==> src/rtl/bessel_ctrl_pkg.sv <==
// rtl/bessel_ctrl_pkg.sv - shared state encoding and default parameters for the Bessel filter sequencer
package bessel_ctrl_pkg;

  typedef enum logic [1:0] {
    IDLE   = 2'd0,
    FLUSH  = 2'd1,
    SETTLE = 2'd2,
    RUN    = 2'd3
  } state_t;

  localparam int ADC_WIDTH     = 14;
  localparam int B_WIDTH       = 16;
  localparam int B_DEFAULT     = 2158;
  localparam int FLUSH_CYCLES  = 4;
  localparam int SETTLE_CYCLES = 64;
  localparam int CNT_WIDTH     = 16;

endpackage

==> src/rtl/bessel_filter_ctrl_if.sv <==
// rtl/bessel_filter_ctrl_if.sv - coefficient write bus between the config register bank and the sequencer
interface bessel_filter_ctrl_if #(
  parameter int B_WIDTH = 16
);

  logic [B_WIDTH-1:0] cfg_b;
  logic               cfg_wr;
  logic               cfg_ack;
  logic               cfg_err;

  modport master (
    output cfg_b,
    output cfg_wr,
    input  cfg_ack,
    input  cfg_err
  );

  modport slave (
    input  cfg_b,
    input  cfg_wr,
    output cfg_ack,
    output cfg_err
  );

endinterface

==> src/rtl/bessel_ctrl_timer.sv <==
// rtl/bessel_ctrl_timer.sv - restartable saturating cycle counter shared by the FLUSH and SETTLE phases
module bessel_ctrl_timer #(
  parameter int CNT_WIDTH = 16
) (
  input  logic                 clk,
  input  logic                 reset,
  input  logic                 clear,
  input  logic [CNT_WIDTH-1:0] term,
  output logic                 done
);

  logic [CNT_WIDTH-1:0] count;

  // Holds at the terminal value instead of wrapping, so done stays asserted
  // until the owner restarts the phase.
  always_ff @(posedge clk) begin
    if (reset || clear) begin
      count <= '0;
    end else if (count != term) begin
      count <= count + 1'b1;
    end
  end

  assign done = (count == term);

endmodule

==> src/rtl/bessel_filter_ctrl.sv <==
// rtl/bessel_filter_ctrl.sv - flush/settle sequencer and output gate for the Bessel low-pass core
// Optional macro BESSEL_CTRL_STATS_EN adds reconfig_count and settle_active outputs.
module bessel_filter_ctrl #(
  parameter int ADC_WIDTH     = bessel_ctrl_pkg::ADC_WIDTH,
  parameter int B_WIDTH       = bessel_ctrl_pkg::B_WIDTH,
  parameter int B_DEFAULT     = bessel_ctrl_pkg::B_DEFAULT,
  parameter int FLUSH_CYCLES  = bessel_ctrl_pkg::FLUSH_CYCLES,
  parameter int SETTLE_CYCLES = bessel_ctrl_pkg::SETTLE_CYCLES,
  parameter int CNT_WIDTH     = bessel_ctrl_pkg::CNT_WIDTH
) (
  input  logic                        clk,
  input  logic                        reset,
  input  logic                        enable,
  bessel_filter_ctrl_if.slave         cfg,
  output logic                        busy,
  output logic [B_WIDTH-1:0]          filt_b,
  output logic                        filt_reset,
  input  logic signed [ADC_WIDTH-1:0] adc_dat_a,
  input  logic signed [ADC_WIDTH-1:0] adc_filt_a,
  output logic signed [ADC_WIDTH-1:0] adc_out,
  output logic                        out_valid
`ifdef BESSEL_CTRL_STATS_EN
  ,
  output logic [15:0]                 reconfig_count,
  output logic                        settle_active
`endif
);

  import bessel_ctrl_pkg::*;

  state_t               state;
  state_t               state_nxt;
  logic [B_WIDTH-1:0]   shadow;
  logic [B_WIDTH-1:0]   shadow_nxt;
  logic                 wr_ok;
  logic                 wr_bad;
  logic                 tmr_clear;
  logic                 tmr_done;
  logic                 load_b;
  logic [CNT_WIDTH-1:0] tmr_term;

  assign wr_ok      = cfg.cfg_wr && (cfg.cfg_b != '0);
  assign wr_bad     = cfg.cfg_wr && (cfg.cfg_b == '0);
  assign shadow_nxt = wr_ok ? cfg.cfg_b : shadow;
  assign tmr_term   = (state == SETTLE) ? CNT_WIDTH'(SETTLE_CYCLES - 1)
                                        : CNT_WIDTH'(FLUSH_CYCLES - 1);

  bessel_ctrl_timer #(
    .CNT_WIDTH (CNT_WIDTH)
  ) u_timer (
    .clk   (clk),
    .reset (reset),
    .clear (tmr_clear),
    .term  (tmr_term),
    .done  (tmr_done)
  );

  always_comb begin
    state_nxt = state;
    tmr_clear = 1'b0;
    case (state)
      IDLE: begin
        if (enable) state_nxt = FLUSH;
      end
      FLUSH: begin
        if (wr_ok)         tmr_clear = 1'b1;
        else if (tmr_done) state_nxt = SETTLE;
      end
      SETTLE: begin
        if (wr_ok)         state_nxt = FLUSH;
        else if (tmr_done) state_nxt = RUN;
      end
      RUN: begin
        if (wr_ok) state_nxt = FLUSH;
      end
      default: state_nxt = IDLE;
    endcase
    if (!enable) state_nxt = IDLE;
    if ((state_nxt != state) || !enable) tmr_clear = 1'b1;
  end

  // The coefficient only moves while filt_reset is held: on FLUSH entry, or
  // on a fresh write that restarts an ongoing flush.
  assign load_b = (state_nxt == FLUSH) && ((state != FLUSH) || wr_ok);

  always_ff @(posedge clk) begin
    if (reset) begin
      state       <= IDLE;
      shadow      <= B_WIDTH'(B_DEFAULT);
      filt_b      <= B_WIDTH'(B_DEFAULT);
      filt_reset  <= 1'b1;
      adc_out     <= '0;
      out_valid   <= 1'b0;
      busy        <= 1'b0;
      cfg.cfg_ack <= 1'b0;
      cfg.cfg_err <= 1'b0;
    end else begin
      state       <= state_nxt;
      shadow      <= shadow_nxt;
      cfg.cfg_ack <= wr_ok;
      cfg.cfg_err <= wr_bad;
      if (load_b) filt_b <= shadow_nxt;
      filt_reset  <= (state_nxt == IDLE) || (state_nxt == FLUSH);
      busy        <= (state_nxt == FLUSH) || (state_nxt == SETTLE);
      out_valid   <= (state_nxt == RUN);
      case (state_nxt)
        SETTLE:  adc_out <= adc_dat_a;
        RUN:     adc_out <= adc_filt_a;
        default: adc_out <= '0;
      endcase
    end
  end

`ifdef BESSEL_CTRL_STATS_EN
  always_ff @(posedge clk) begin
    if (reset) begin
      reconfig_count <= '0;
      settle_active  <= 1'b0;
    end else begin
      if (wr_ok && (reconfig_count != 16'hFFFF)) reconfig_count <= reconfig_count + 16'd1;
      settle_active <= (state_nxt == SETTLE);
    end
  end
`endif

endmodule
==> src/flat_wrapper.sv <==
// flat-port wrapper written by rule: the top's interface ports become plain ports
module bessel_filter_ctrl_flat import bessel_ctrl_pkg::*;
#(
  parameter int ADC_WIDTH     = bessel_ctrl_pkg::ADC_WIDTH,
  parameter int B_WIDTH       = bessel_ctrl_pkg::B_WIDTH,
  parameter int B_DEFAULT     = bessel_ctrl_pkg::B_DEFAULT,
  parameter int FLUSH_CYCLES  = bessel_ctrl_pkg::FLUSH_CYCLES,
  parameter int SETTLE_CYCLES = bessel_ctrl_pkg::SETTLE_CYCLES,
  parameter int CNT_WIDTH     = bessel_ctrl_pkg::CNT_WIDTH
)
  (clk, reset, enable, busy, filt_b, filt_reset, adc_dat_a, adc_filt_a, adc_out, out_valid, cfg_cfg_b, cfg_cfg_wr, cfg_cfg_ack, cfg_cfg_err);
  bessel_filter_ctrl_if #(.B_WIDTH(B_WIDTH)) cfg_i ();
  input  logic clk;
  input  logic reset;
  input  logic enable;
  output logic busy;
  output logic [B_WIDTH-1:0] filt_b;
  output logic filt_reset;
  input  logic signed [ADC_WIDTH-1:0] adc_dat_a;
  input  logic signed [ADC_WIDTH-1:0] adc_filt_a;
  output logic signed [ADC_WIDTH-1:0] adc_out;
  output logic out_valid;
  input wire logic [$bits(cfg_i.cfg_b)-1:0] cfg_cfg_b;
  input wire logic [$bits(cfg_i.cfg_wr)-1:0] cfg_cfg_wr;
  output wire logic [$bits(cfg_i.cfg_ack)-1:0] cfg_cfg_ack;
  output wire logic [$bits(cfg_i.cfg_err)-1:0] cfg_cfg_err;
  assign cfg_i.cfg_b = cfg_cfg_b;
  assign cfg_i.cfg_wr = cfg_cfg_wr;
  assign cfg_cfg_ack = cfg_i.cfg_ack;
  assign cfg_cfg_err = cfg_i.cfg_err;
  bessel_filter_ctrl #(.ADC_WIDTH(ADC_WIDTH), .B_WIDTH(B_WIDTH), .B_DEFAULT(B_DEFAULT), .FLUSH_CYCLES(FLUSH_CYCLES), .SETTLE_CYCLES(SETTLE_CYCLES), .CNT_WIDTH(CNT_WIDTH)) u_core (.clk(clk), .reset(reset), .enable(enable), .cfg(cfg_i), .busy(busy), .filt_b(filt_b), .filt_reset(filt_reset), .adc_dat_a(adc_dat_a), .adc_filt_a(adc_filt_a), .adc_out(adc_out), .out_valid(out_valid));
endmodule
==> config.mk <==
export PLATFORM = sky130hd
export DESIGN_NAME = bessel_filter_ctrl_flat
export DESIGN_NICKNAME = d
export VERILOG_FILES = /design/src/rtl/bessel_ctrl_pkg.sv /design/src/rtl/bessel_filter_ctrl_if.sv /design/src/rtl/bessel_ctrl_timer.sv /design/src/rtl/bessel_filter_ctrl.sv /design/src/flat_wrapper.sv
export SDC_FILE = /design/constraint.sdc
export NUM_CORES = 1
export LEC_CHECK = 0
export CORE_MARGIN = 5
export CORE_UTILIZATION = 40
export DETAILED_ROUTE_END_ITERATION = 10
export GPL_TIMING_DRIVEN = 0
export MAX_ROUTING_LAYER = met4
export PLACE_DENSITY = 0.7
export SYNTH_ARGS = -nofsm -noshare
export SYNTH_HDL_FRONTEND = slang
export SYNTH_SLANG_ARGS = --single-unit
==> constraint.sdc <==
create_clock -name clk -period 6.5 [get_ports clk]
set_input_delay 1.3 -clock clk [delete_from_list [all_inputs] [get_ports clk]]
set_output_delay 1.3 -clock clk [all_outputs]
set_load 0.01 [all_outputs]
==> results.ini, run 1 <==
[logic_synthesis]
yosysTopAreaCell = dfxtp_1
syn-num-nets = 333
synth_edf_count = 0
syn_area_per_cell_sq_um = 9.803
synth.yosys.warnings = 0
synthTopCellsByArea = dfxtp_1 (51%), nor2_1 (6.7%), mux2i_1 (6.2%)
async_reset_ff_share_pct = 0
synth_top_area_share_pct = 50.50
ys.flop_type = dfxtp_1
syn_inst = 279
yosysSeqAreaShare_pct = 50.50
synth_seq_cells = 69
netlist_area_sq_um = 2735
ys_types = 44

[drt]
met2_length_um = 3591
viasPerCell = 5.098
wl_met1_um = 3020
drtIter0Drc = 84
drt_first_pass_iters = 4
wirelength_um = 6897
drc = 0
drtAntennaViolNets = 0
vias = 2330
highest_layer = met4
met3_length_um = 217
routedWlPerCell_um = 15.09

[global_route]
grt_pass1_vias = 2307
grt_overflow_total = 0
grt_max_degree = 13
antenna_found_initial = 0
track_usage_pct = 16.32
grt_first_pass_wirelength_um = 10840

[layout]
nNetsFinal = 426
seq_area_sq_um = 1381
multi_input_area_sq_um = 1252
antenna_cells_inserted = 0
fillers = 600
fin_cells = 457
drive_gt1_share_pct = 8.223
area_growth_pct = 41.03
final_util_pct = 57.41

[clock_network]
cts_tree = built
postCtsSetupBuffers = 0
clkSinkCount = 69
h-tree-depth = 3
clkTransAtPathRegs_ps = 70
cts_resized = 0
ctsHoldBuffers = 0
cts_buffers = 9
cts_root_buf = clkbuf_8
clock_latency_ps = 340
clock_path_buffers = 2

[timing]
hold_violations = 0
finalSetupViolCount = 0
report.final.slew_viol_count = 0
tightest_slew_ps = 590.7
slew_headroom_pct = 60.26
fmax_mhz = 235.5
tns_ps = 0
setup_slack_ps = 2255
rsz0062_at_grt = no
fin_skew_ps = 11.24
timing.final.crit_share_pct = 65.32
fin_crit_ps = 4245

[worst_setup_path]
worstSetupStartpointType = input port
cp-end-kind = flop
required_ps = 6710
cp_max_fo = 10
r2r_cells = 12
r2r-start = u_core.u_timer.count[0]
crit_type = in -> reg
rrSetupSlack_ps = 3240
cp.arrival_ps = 4460
timing.rr.end = u_core.filt_b[1]

[place]
gp_congestion = 0.7818
hpwlAfterDp_um = 5071
port_buffers = 82
pre_cts_slack_ps = 1869
placed_cells = 441

[power]
peakVddDrop_v = 0.0001474
powerDensity_nw_per_um2 = 229.2
power.leakage_nw = 1.422

[flow_run]
maxCapViolations = 0

[min_path]
hold_end = u_core.shadow[6]
hold_path.startpoint = u_core.shadow[6]
hold_class = reg -> reg
min_path_cells = 2

[floorplan]
die_y_um = 92.69
rows = 30
fp.dieW_um = 92.69
ios = 83
start_util_pct = 40.71
core_sq_um = 6719
die_area_sq_um = 8591

[status]
status = completed

==> cells in the mapped netlist, types with 5 or more instances <==
cell type   n
a21oi_1     7
clkbuf_1    7
mux2i_1    17
nor2b_1     5
dfxtp_1    69
nand2_1     6
a22oi_1    14
ha_1        6
xor2_1     11
nor4_1      7
nand2b_1    9
nor2_1     49
nor3_1      8
a211oi_1    9
==> metal layers <==
metal  vias to the layer above  global-route usage, %
met5                         -                      -
met4                         0                  5.861
met3                         9                  3.493
met2                        44                  27.73
met1                      1106                  19.07
li1                       1171                      -
==> layout by cell type, fill, tap and decap left out, types with 4 or more instances in the layout <==
master           instances
clkdlybuf4s50_1         82
dfxtp_1                 69
nor2_1                  49
mux2i_1                 17
a22oi_1                 14
xor2_1                  11
clkbuf_8                10
nand2b_1                 9
a211oi_1                 9
nor3_1                   8
clkbuf_1                 8
nor4_1                   7
a21oi_1                  7
nand2_1                  6
ha_1                     6
nor2b_1                  5
inv_1                    4
xnor2_1                  4
nor2_2                   4
nand4_1                  4
==> per-stage QoR <==
stage	power [W]	hold slack, ps	instance area (sq um)
3_5_place_dp	0.0005419	463.7	3656
2_1_floorplan	0.0004865	442.3	2735
6_report	0.0008840	476.6	3857
3_3_place_gp	0.0005410	460.8	3656
5_1_grt	0.0009164	497.0	3857
4_1_cts	0.0008935	484.8	3857
==> power breakdown <==
group / internal, W / switching [W]
sequential: 0.000437 / 0.00000633
clock: 0.000188 / 0.000163
combinational: 0.0000527 / 0.0000368
==> critical path, cell delays in order <==
cell and delay, ps:
clkdlybuf4s50_1 430, nor4_1 550, a41oi_1 300, buf_6 230, buf_2 230, a21o_1 220
and2_1 200, ha_1 220, o21bai_1 290, clkbuf_1 400, nor2_1 100
==> logic make-up (layout without fill, tap and decap cells) <==
kind of cell | after synthesis | after routing | synth area share (%)
xor gates and xnor gates | 15 | 15 | 4.803
adders and majority gates | 6 | 6 | 2.745
AOI/OAI and AO/OA | 47 | 47 | 12.49
and+or+nand+nor | 106 | 106 | 19.53
buffers and inverters | 19 | 117 | 3.705
DFF | 69 | 69 | 50.50
muxes | 17 | 17 | 6.221
==> how the worst max path moves through the flow <==
stage / to / startpoint
2_1_floorplan: u_core.adc_out[10] / cfg_cfg_b[14]
3_3_place_gp: u_core.adc_out[10] / cfg_cfg_b[14]
3_5_place_dp: u_core.adc_out[7] / cfg_cfg_b[14]
4_1_cts: u_core.adc_out[7] / cfg_cfg_b[14]
5_1_grt: u_core.adc_out[1] / cfg_cfg_b[14]
6_report: u_core.adc_out[1] / cfg_cfg_b[14]
==> cell type report <==
cell class	count	area share [%]
multi-input cells	191	32.47
clock inverters	5	1.557
well taps	80	2.595
flip-flops and latches	69	35.81
inverters	4	0.3892
plain buffers	15	2.238
repair buffers	82	21.28
clock buffers	11	3.665
==> registers in the layout, summed over array words and instances (netlist names) <==
signal	count
u_core.filt_b	16
u_core.shadow	16
u_core.u_timer.count	16
u_core.adc_out	14
u_core.state	2
u_core.busy	1
u_core.cfg.cfg_ack	1
u_core.cfg.cfg_err	1
u_core.filt_reset	1
u_core.out_valid	1
No activity file was read; power rests on OpenSTA's default activity.
==> inputs of run 2 (changes only) <==
- clock period: 6.5 -> 4 ns (I/O delays scaled with it)
==> results of run 2 <==
Same layout as run 1 (identical final DEF). Status: completed.
Among the figures that moved: setup slack after placement 1869 ps -> -131.0 ps; setup slack after layout 2255 ps -> 254.5 ps; register-to-register setup slack 3240 ps -> 740 ps; total power 0.0008840 W -> 0.001437 W; worst IR drop on VDD 0.0001474 V -> 0.0002396 V
==> inputs of run 3 (changes only) <==
- REMOVE_ABC_BUFFERS: unset -> 1
==> run 3 against run 2 <==
Cell count shrank 3.1%; die area did not move; largest power group unchanged; sequential cell count unchanged; highest routed layer unchanged; clock power rose by 10%; hold slack gained 12 ps; combinational power decreased by 3%.
==> results.ini, run 3 (synthesis gave the netlist of run 1 again) <==
[status]
status = completed

[timing]
fin_crit_ps = 3673
tightest_slew_ps = 739.3
worst_hold_slack_ps = 488.9
hold_violations = 0
slew_headroom_pct = 49.30
tns_ps = 0
finalSetupViolCount = 0
fmax_mhz = 272.3
timing.final.crit_share_pct = 91.82
report.final.slew_viol_count = 0
rsz0062_at_grt = no
fin_skew_ps = 3.478

[clock_network]
clkTransAtPathRegs_ps = 70
cts_tree = built
clkSinkCount = 69
ctsHoldBuffers = 0
clock_path_buffers = 2
cts_root_buf = clkbuf_8
cts_resized = 0
h-tree-depth = 3
postCtsSetupBuffers = 0
cts_buffers = 9
clock_latency_ps = 330

[place]
gp_congestion = 0.7735
hpwlAfterDp_um = 4521
placed_cells = 427
dpl_cell_area_sq_um = 3605
port_buffers = 82

[drt]
routedWlPerCell_um = 14.19
drt_first_pass_iters = 4
wirelength_um = 6286
drtAntennaViolNets = 0
vias = 2265
viasPerCell = 5.113
drc = 0
drtIter0Drc = 126

[layout]
area_growth_pct = 40.12
reg_top3 = u_core.filt_b x16, u_core.shadow x16, u_core.u_timer.count x16
seq_area_sq_um = 1381
layout_common_cells = clkdlybuf4s50_1 (81), dfxtp_1 (69), nor2_1 (49), mux2i_1 (17), a22oi_1 (14)
nNetsFinal = 412
fin_area_sq_um = 3832
fin_cells = 443
final_util_pct = 57.04
drive_gt1_share_pct = 8.264
fillers = 619
antenna_cells_inserted = 0
multi_input_area_sq_um = 1267
final_common_cell = clkdlybuf4s50_1

[global_route]
grt_util_met2_pct = 22.78
grt_max_degree = 43
grt_first_pass_wirelength_um = 10380
track_usage_pct = 15.24
met3_usage_pct = 4.955
met1_usage_pct = 19.14
antenna_found_initial = 0
grt_overflow_total = 0
busiest_layer = met2
grt_pass1_vias = 2187

[power]
p_sw_share_pct = 20.97
peakVddDrop_v = 0.0002159
powerDensity_nw_per_um2 = 388.8
p_sw_w = 0.0003125
power.leakage_nw = 1.402
combPwrFrac_pct = 9.5
sequentialPowerShare_pct = 48.3
clkPwrFrac_pct = 42.2
p_int_w = 0.001178

[floorplan]
rows = 30
die_y_um = 92.69
fp.dieW_um = 92.69
die_area_sq_um = 8591
ios = 83
core_sq_um = 6719
start_util_pct = 40.71

[worst_setup_path]
cp-endpoint = u_core.filt_b[6]
cp.arrival_ps = 3930
crit_type = in -> reg
rrSetupSlack_ps = 540
timing.rr.end = u_core.filt_b[6]
cp-end-kind = flop
r2r-start = u_core.u_timer.count[0]
worstSetupStartpoint = cfg_cfg_b[13]
cp_max_fo = 27
r2r_cells = 10
required_ps = 4260
worstSetupStartpointType = input port

[min_path]
min_path_cells = 2
hold_class = reg -> reg

[flow_run]
maxCapViolations = 0

[run 3: how the worst min path moves through the flow]
| stage | from | to | slack, ps |
|---|---|---|---|
| final | u_core.shadow[1] | u_core.shadow[1] | 490 |
| after global routing | u_core.shadow[6] | u_core.shadow[6] | 520 |
| after CTS | u_core.shadow[3] | u_core.shadow[3] | 480 |
| after detailed placement | u_core.shadow[1] | u_core.shadow[1] | 470 |
| after global placement | u_core.shadow[2] | u_core.shadow[2] | 460 |
| after floorplan | u_core.shadow[1] | u_core.shadow[1] | 440 |
[run 3: through the flow]
stage	setup WS [ps]	total power (W)
after global placement	-1569	0.0008738
after detailed placement	-279.5	0.0008781
final	327.2	0.001490
after CTS	71.16	0.001510
after global routing	103.7	0.001553
after floorplan	-71.28	0.0007835
[run 3: layout make-up]
type,count,area share [%]
sequential,69,36.04
multi-input combinational,191,33.07
timing repair buffer,83,22.00
clock buffer,12,4.048
tap,80,2.612
clock inverter,4,1.828
inverter,4,0.3918
[run 3: power groups by stage]
stage	sequential (W)	combinational, W	clock (W)
final	0.000720	0.000141	0.000629
after global routing	0.000722	0.000154	0.000677
after CTS	0.000720	0.000144	0.000646
after detailed placement	0.000735	0.000143	0
after global placement	0.000735	0.000139	0
after floorplan	0.000740	0.0000439	0
[run 3: per-layer routing]
metal / up-vias / wire length, um
li1: 1138 / -
met1: 1047 / 2875
met2: 73 / 2911
met3: 7 / 447
met4: 0 / 53
met5: - / 0
[run 3: critical path: stages]
cell,delay [ps]
clkdlybuf4s50_1,430
nor4_1,550
a41oi_2,470
buf_16,310
inv_1,80
o211a_1,240
inv_1,90
ha_1,190
o21a_2,280
nor2b_1,280
a21oi_1,200
